### src/rtl/uart_tx_arbiter.sv
// Round-robin arbiter that shares one UART transmitter among NUM_REQ byte sources.
// A grant latches the winning byte, pulses tx_start, tracks tx_busy and then inserts an idle gap.
module uart_tx_arbiter #(
    parameter int NUM_REQ      = 4,
    parameter int DATA_W       = 8,
    parameter int GAP_CYCLES   = 16,
    parameter int BUSY_TIMEOUT = 4
) (
    input  logic                         clk,
    input  logic                         rst,
    input  logic [NUM_REQ-1:0]           req,
    input  logic [NUM_REQ*DATA_W-1:0]    req_data,
    output logic [NUM_REQ-1:0]           ack,
    output logic [$clog2(NUM_REQ)-1:0]   grant_id,
    output logic [DATA_W-1:0]            tx_data,
    output logic                         tx_start,
    input  logic                         tx_busy,
    output logic                         err_pulse,
    output logic [2:0]                   dbg_state_o
);

    localparam int ID_W  = $clog2(NUM_REQ);
    localparam int TO_W  = $clog2(BUSY_TIMEOUT + 1);
    localparam int GAP_W = (GAP_CYCLES > 1) ? $clog2(GAP_CYCLES) : 1;

    localparam logic [ID_W:0]    NUM_REQ_L = (ID_W + 1)'(NUM_REQ);
    localparam logic [ID_W-1:0]  ID_LAST   = ID_W'(NUM_REQ - 1);
    localparam logic [TO_W-1:0]  TO_LAST   = TO_W'(BUSY_TIMEOUT - 1);
    localparam logic [GAP_W-1:0] GAP_LOAD  = (GAP_CYCLES > 0) ? GAP_W'(GAP_CYCLES - 1) : '0;

    typedef enum logic [2:0] {
        IDLE      = 3'd0,
        LOAD      = 3'd1,
        START     = 3'd2,
        WAIT_BUSY = 3'd3,
        WAIT_DONE = 3'd4,
        GAP       = 3'd5
    } state_t;

    localparam state_t POST_FRAME = (GAP_CYCLES == 0) ? IDLE : GAP;

    state_t             state_q, state_d;
    logic [ID_W-1:0]    grant_id_q, grant_id_d;
    logic [DATA_W-1:0]  tx_data_q, tx_data_d;
    logic [TO_W-1:0]    to_cnt_q, to_cnt_d;
    logic [GAP_W-1:0]   gap_cnt_q, gap_cnt_d;

    logic [DATA_W-1:0]  lane [NUM_REQ];
    logic [ID_W-1:0]    winner;
    logic [ID_W-1:0]    idx;
    logic [ID_W:0]      sum;
    logic               found;
    logic               timeout;

    always_comb begin
        for (int i = 0; i < NUM_REQ; i++) begin
            lane[i] = req_data[i*DATA_W +: DATA_W];
        end
    end

    // Search starts one past the last grant and wraps, so the last winner has lowest priority.
    always_comb begin
        winner = grant_id_q;
        found  = 1'b0;
        idx    = '0;
        sum    = '0;
        for (int k = 1; k <= NUM_REQ; k++) begin
            sum = {1'b0, grant_id_q} + (ID_W + 1)'(k);
            if (sum >= NUM_REQ_L) begin
                sum = sum - NUM_REQ_L;
            end
            idx = sum[ID_W-1:0];
            if (!found && req[idx]) begin
                found  = 1'b1;
                winner = idx;
            end
        end
    end

    always_comb begin
        state_d    = state_q;
        grant_id_d = grant_id_q;
        tx_data_d  = tx_data_q;
        to_cnt_d   = to_cnt_q;
        gap_cnt_d  = gap_cnt_q;
        timeout    = 1'b0;
        case (state_q)
            IDLE: begin
                if (found) begin
                    state_d    = LOAD;
                    grant_id_d = winner;
                    tx_data_d  = lane[winner];
                end
            end
            LOAD: state_d = START;
            START: begin
                to_cnt_d = '0;
                state_d  = WAIT_BUSY;
            end
            WAIT_BUSY: begin
                if (tx_busy) begin
                    state_d = WAIT_DONE;
                end else if (to_cnt_q == TO_LAST) begin
                    timeout   = 1'b1;
                    state_d   = POST_FRAME;
                    gap_cnt_d = GAP_LOAD;
                end else begin
                    to_cnt_d = to_cnt_q + 1'b1;
                end
            end
            WAIT_DONE: begin
                if (!tx_busy) begin
                    state_d   = POST_FRAME;
                    gap_cnt_d = GAP_LOAD;
                end
            end
            GAP: begin
                if (gap_cnt_q == '0) begin
                    state_d = IDLE;
                end else begin
                    gap_cnt_d = gap_cnt_q - 1'b1;
                end
            end
            default: state_d = IDLE;
        endcase
    end

    always_ff @(posedge clk or negedge rst) begin
        if (!rst) begin
            state_q    <= IDLE;
            grant_id_q <= ID_LAST;
            tx_data_q  <= '0;
            to_cnt_q   <= '0;
            gap_cnt_q  <= '0;
        end else begin
            state_q    <= state_d;
            grant_id_q <= grant_id_d;
            tx_data_q  <= tx_data_d;
            to_cnt_q   <= to_cnt_d;
            gap_cnt_q  <= gap_cnt_d;
        end
    end

    // Pulses decode straight from registered state, so reset clears them immediately.
    always_comb begin
        ack = '0;
        if (state_q == LOAD) begin
            ack[grant_id_q] = 1'b1;
        end
    end

    assign tx_start    = (state_q == START);
    assign err_pulse   = timeout;
    assign grant_id    = grant_id_q;
    assign tx_data     = tx_data_q;
    assign dbg_state_o = state_q;

endmodule
### config.mk
export PLATFORM = sky130hd
export DESIGN_NAME = uart_tx_arbiter
export DESIGN_NICKNAME = d
export VERILOG_FILES = /design/src/rtl/uart_tx_arbiter.sv
export SDC_FILE = /design/constraint.sdc
export NUM_CORES = 1
export LEC_CHECK = 0
export BUFFER_PORTS_ARGS = -buffer_cell sky130_fd_sc_hd__buf_2
export CAP_MARGIN = 10
export CORE_UTILIZATION = 46
export CTS_BUF_LIST = sky130_fd_sc_hd__clkbuf_8
export DETAILED_ROUTE_END_ITERATION = 16
export PLACE_DENSITY = 0.9
export SLEW_MARGIN = 20
export SYNTH_ARGS = -nofsm -noshare
export SYNTH_HDL_FRONTEND = slang
export SYNTH_SLANG_ARGS = --single-unit
### constraint.sdc
create_clock -name clk -period 2.7 [get_ports clk]
set_input_delay 0.27 -clock clk [delete_from_list [all_inputs] [get_ports clk]]
set_output_delay 0.27 -clock clk [all_outputs]
set_load 0.02 [all_outputs]
### Word-level counts from Yosys, hierarchy flattened

Cells that the tools add are included.

* flip-flop bits (word level): 20
* bits of input ports: 39
* output and inout bits: 19
* word-level logic and storage cells: 99

* add/subtract/negate cells: 10
* order comparisons: 11
* equality and inequality tests: 14
* mux-type cells: 43
* bitwise operators: 1
* reductions and logical operators: 15

Operators by type and width (count)
* 3-bit 2-to-1 mux: 7
* 4-bit 2-to-1 mux: 5
* 3-bit case mux with 6 select lines: 1
* 8-bit binary-select mux with 2-bit select: 1
* 2-bit 2-to-1 mux: 8
* 8-bit 2-to-1 mux: 2
* 3-bit >= comparator (second input constant): 5
* 2-bit by 3-bit < comparator with 1-bit output (second input constant): 5
* 2-bit inequality test (second input constant): 7
* 1-bit 2-to-1 mux: 12
* 4-bit case mux with 3 select lines: 1
* 3-bit by 2-bit equality test with 1-bit output (second input constant): 3
* 1-bit binary-select mux with 2-bit select: 4
* 2-bit by 1-bit subtractor with 2-bit output (second input constant): 4
* 2-bit by 2-bit adder with 3-bit output (second input constant): 2
* 3-bit equality test (second input constant): 2
* 3-bit case mux with 2 select lines: 1
* 5-bit AND reduction: 1
* 1-bit logical AND: 4
* 4-bit logical NOT: 1
* 4-bit AND reduction: 1
* 4-bit by 1-bit subtractor with 4-bit output (second input constant): 1
* 2-bit by 1-bit adder with 3-bit output (second input constant): 1
* 2-bit by 3-bit adder with 3-bit output (second input constant): 1
* other kinds (12): 14

### Depth between registers and ports, before layout

* depth in word-level cells: 19
* mapped depth: 11

### Worst setup path before layout

No wires, ideal clock.

* path type: register to register
* start: reg grant_id_q[0], in the netlist grant_id[0]
* end: reg tx_data_q[1], in the netlist tx_data[1]
* library setup time: 0.125 ns
* arrival: 2.824 ns
* data required time: 2.575 ns
* path slack: -0.249 ns
* cell stages (with the launch flop): 10
* path buffers: 2
* period minus slack after synthesis: 2.949 ns
* cells stage by stage: dfstp_2 -> buf_2 -> inv_1 -> ha_1 -> buf_2 -> mux4_2 -> a2bb2oi_1 -> o221ai_1 -> mux4_2 -> mux2_2

* cells in the longest elaborated chain, start to end: 19

RTL lines
* start: declaration: line 43 `logic [ID_W-1:0] grant_id_q, grant_id_d;`
* start signal: assignment: line 137 `grant_id_q <= grant_id_d;`
* 2-bit by 1-bit adder with 3-bit output: line 68 `sum = {1'b0, grant_id_q} + (ID_W + 1)'(k);`
* 3-bit >= comparator / 2-bit by 1-bit subtractor with 2-bit output (equally long branches): line 69, 70
* 2-bit 2-to-1 mux: line 69 `if (sum >= NUM_REQ_L) begin`
* 1-bit binary-select mux with 2-bit select: line 73 `if (!found && req[idx]) begin`
* 1-bit 2-to-1 mux (not written as such): line 73
* 1-bit 2-to-1 mux: line 73
* 1-bit logical NOT: line 73
* 1-bit logical AND: line 73
* (+2 left out)
* 1-bit logical AND: line 73
* 1-bit 2-to-1 mux: line 73
* 1-bit logical NOT: line 73
* 1-bit logical AND: line 73
* 2-bit 2-to-1 mux: line 73
* 2-bit NOT with 3-bit output (not written as such): line 92 `tx_data_d = lane[winner];`
* 8-bit binary-select mux with 2-bit select: line 92
* 8-bit 2-to-1 mux (not written as such) (2 in series): line 92
* end signal: assignment: line 138 `tx_data_q <= tx_data_d;`
* end: declaration: line 44 `logic [DATA_W-1:0] tx_data_q, tx_data_d;`

Several ways; a longest one is shown, not always the timed one. The select of a mux whose other input is x is not followed.
A chain may end at the register's enable or synchronous reset.

### Worst setup path after layout

* start: reg grant_id_q[0], in the netlist grant_id[0]
* end: reg tx_data_q[2], in the netlist tx_data[2]

The elaborated chain is that of the path after synthesis.

==> metrics <==
routed vias/inst=5.43; RSZ-0062 raised after global routing=no; ratio of cells with drive above 1 in the final layout=38.3%; clock skew=just under 4 ps; clock share of power=8.1%; Pre-Repair DR Iteration Count=4; most frequent cell after synthesis=dfrtp_1; leakage=0.975 nW; Clk Latency, worst-skew pair=~250 ps; H-tree levels=1; Post-Syn Area=around 0.0016 mm²; CTS Sinks=20; synthesis-to-layout area growth=25.5%; internal power=approximately 1.3 mW; post-synth net total=213; synth warn=0; final slew viol count=0; Core Area=0.00313 mm²; Initial Util=about half; Yosys top cell area share=about 29%; Total Wirelength=roughly 3500 µm; worst hold-check path type=in2reg; Seq cells post-synth=20; power per cell area=1220 mW/mm²; Fin. Hold Viols=0; Setup Slack @ Placement=78.1 ps; Peak VDD IR=0.612 mV; Seq/Total Area, Yosys=32.4%; vias in the first global route=about 1400; Critical Path Sink Type=register; Synth cell types=38; sequential share of power=25.2%; switching share of power=45.3%; crit path DAT=about 2700 ps; Period minus WS final=2560 ps; Synth top cells by count=dfrtp_1, mux2i_1, o21ai_0; die width=60.1 µm; CTS tree=yes; gr usage total=20.7%; Iter 0 DRT Violations=52; # rows=20; DR vias=1445; max-cap violations=0; number of diodes=0; EDFF count, synth=0; Antenna Nets Post-Route=0; nature of the critical path startpoint=register; Mapped Cells=167; ranking of synthesized cells by area=dfrtp_1, mux2i_1, mux2_2; Worst-path clk slew=70 ps; setup_tns=0 ps; largest net degree at the start of global routing=21; synthesized area per cell=9.30 µm²; total gr overflow=0; Yosys top cell by area=dfrtp_1; ys flop type=dfrtp_1; DRC viols=0; Final nets=269; GP Congestion=0.951; Final Power=roughly 2.4 mW; combinational share of power=66.7%; Final period util=between 90% and 100%; Max Clk Rate=just under 400 MHz; initial antenna violation count=0; Worst Tran Pin Value=around 540 ps; IO Count=58; status=finished, final reports clean; Sw Pwr=1.08 mW; post-route worst setup slack=~140 ps; first-pass GRT wire length=5690 µm; final setup vio count=0; Max Root-Sink Buffers=2; Inserted Clock Buffers=3; worst-path fanout max=14; asr flop ratio synth=100%; relative slew slack=63.9%; I/O Buffers=57; Fin Hold WS=390 ps; die area=0.00361 mm²; DPL Wire Length=roughly 2600 µm; chip height=60.1 µm; WP data required=2860 ps; Clock Tree Root=clkbuf_8; routed len/inst=between 10 and 15 µm; Setup CP Type=reg2reg
[power by group through the flow]
stage          Clock, mW  Combinational, mW  Sequential [mW]
2_1_floorplan          0               1.15            0.668
3_3_place_gp           0               1.50            0.596
3_5_place_dp           0               1.55            0.600
4_1_cts            0.196               1.56            0.600
5_1_grt            0.208               1.73            0.623
6_report           0.193               1.59            0.600
[worst max-delay path: stages, from the launching register on]
cell and delay [ps]:
dfstp_2 570, inv_4 50, ha_4 330, mux4_2 360, a221oi_4 310, a22oi_4 90
buf_6 180, mux2i_1 140, mux2_2 270, o21ai_0 160
[path summary, 6_finish.rpt]
kind / cells after the start / endpoint / slack, ps / from
setup / recovery: 9 / tx_data[2] / 140 / grant_id[0]
hold / removal: 3 / grant_id[0] / 390 / req[3]
setup reg to reg: 9 / tx_data[2] / 140 / grant_id[0]
hold reg to reg: 2 / tx_data[7] / 490 / tx_data[7]
max in group asynchronous: 2 / grant_id[1] / 1870 / rst
min in group asynchronous: 2 / to_cnt_q[1] / 490 / rst
[metrics by stage]
step | std cells | instance area, µm² | utilization [%]
2_1_floorplan | 167 | 1590 | -
3_3_place_gp | 260 | 1880 | 60.2
3_5_place_dp | 260 | 1880 | 60.2
4_1_cts | 265 | 1940 | 61.9
5_1_grt | 266 | 1950 | 62.3
6_report | 266 | 1950 | 62.3
[flip-flops by register name, indices dropped and copies added, names as in the netlist]
name	count
tx_data	8
gap_cnt_q	4
dbg_state_o	3
to_cnt_q	3
grant_id	2
[final cells by class]
| type | instances | area (µm²) |
|---|---|---|
| Inverter | 9 | 36.3 |
| Fill cell | 276 | 1180 |
| Timing Repair Buffer | 64 | 344 |
| Clock buffer | 3 | 41.3 |
| Clock inverter | 1 | 3.75 |
| Tap cell | 44 | 55.1 |
| Sequential cell | 20 | 503 |
| Multi-Input combinational cell | 125 | 965 |
[cell usage in the layout (no fill, tap or decap), drive strengths merged, types with 2 or more instances in the layout]
master  Yosys  final
dfrtp      18     18
clkbuf      5      3
a22o        3      3
mux4        2      2
o21ai      17     17
a32o        2      2
a32oi       2      2
nand2      15     15
buf         8     63
nor2b       2      2
nor3        3      3
dfstp       2      2
o22ai       2      2
inv         9     10
nand2b      3      3
nor2        9      9
mux2i      17     17
a21oi       7      7
mux2        9      9
and2        5      5
nand3       3      3
ha          7      7
nor3b       4      4
[timing repair]
item	in CTS	in global routing
setup endpoints to repair	0	6
hold endpoints to repair	18	0
hold buffers	1	0
gates resized for setup	0	2
buffers inserted	0	1
[routing by layer]
metal  GRT usage [%]  share of wire, %
met1            24.8                45
met3            2.16               4.5
met2            37.4                49
met5               0                 0
met4            8.31               1.6
[logic make-up (layout without fill, tap and decap cells)]
group,count (synthesis),in the layout,share of synthesized area [%]
simple gates,49,49,16.0
compound gates,41,41,18.9
mux,28,28,20.4
buf+inv,22,77,6.69
flops,20,20,32.4
fa+ha+maj,7,7,5.64
Note: power is estimated with default switching activity, not from simulation.
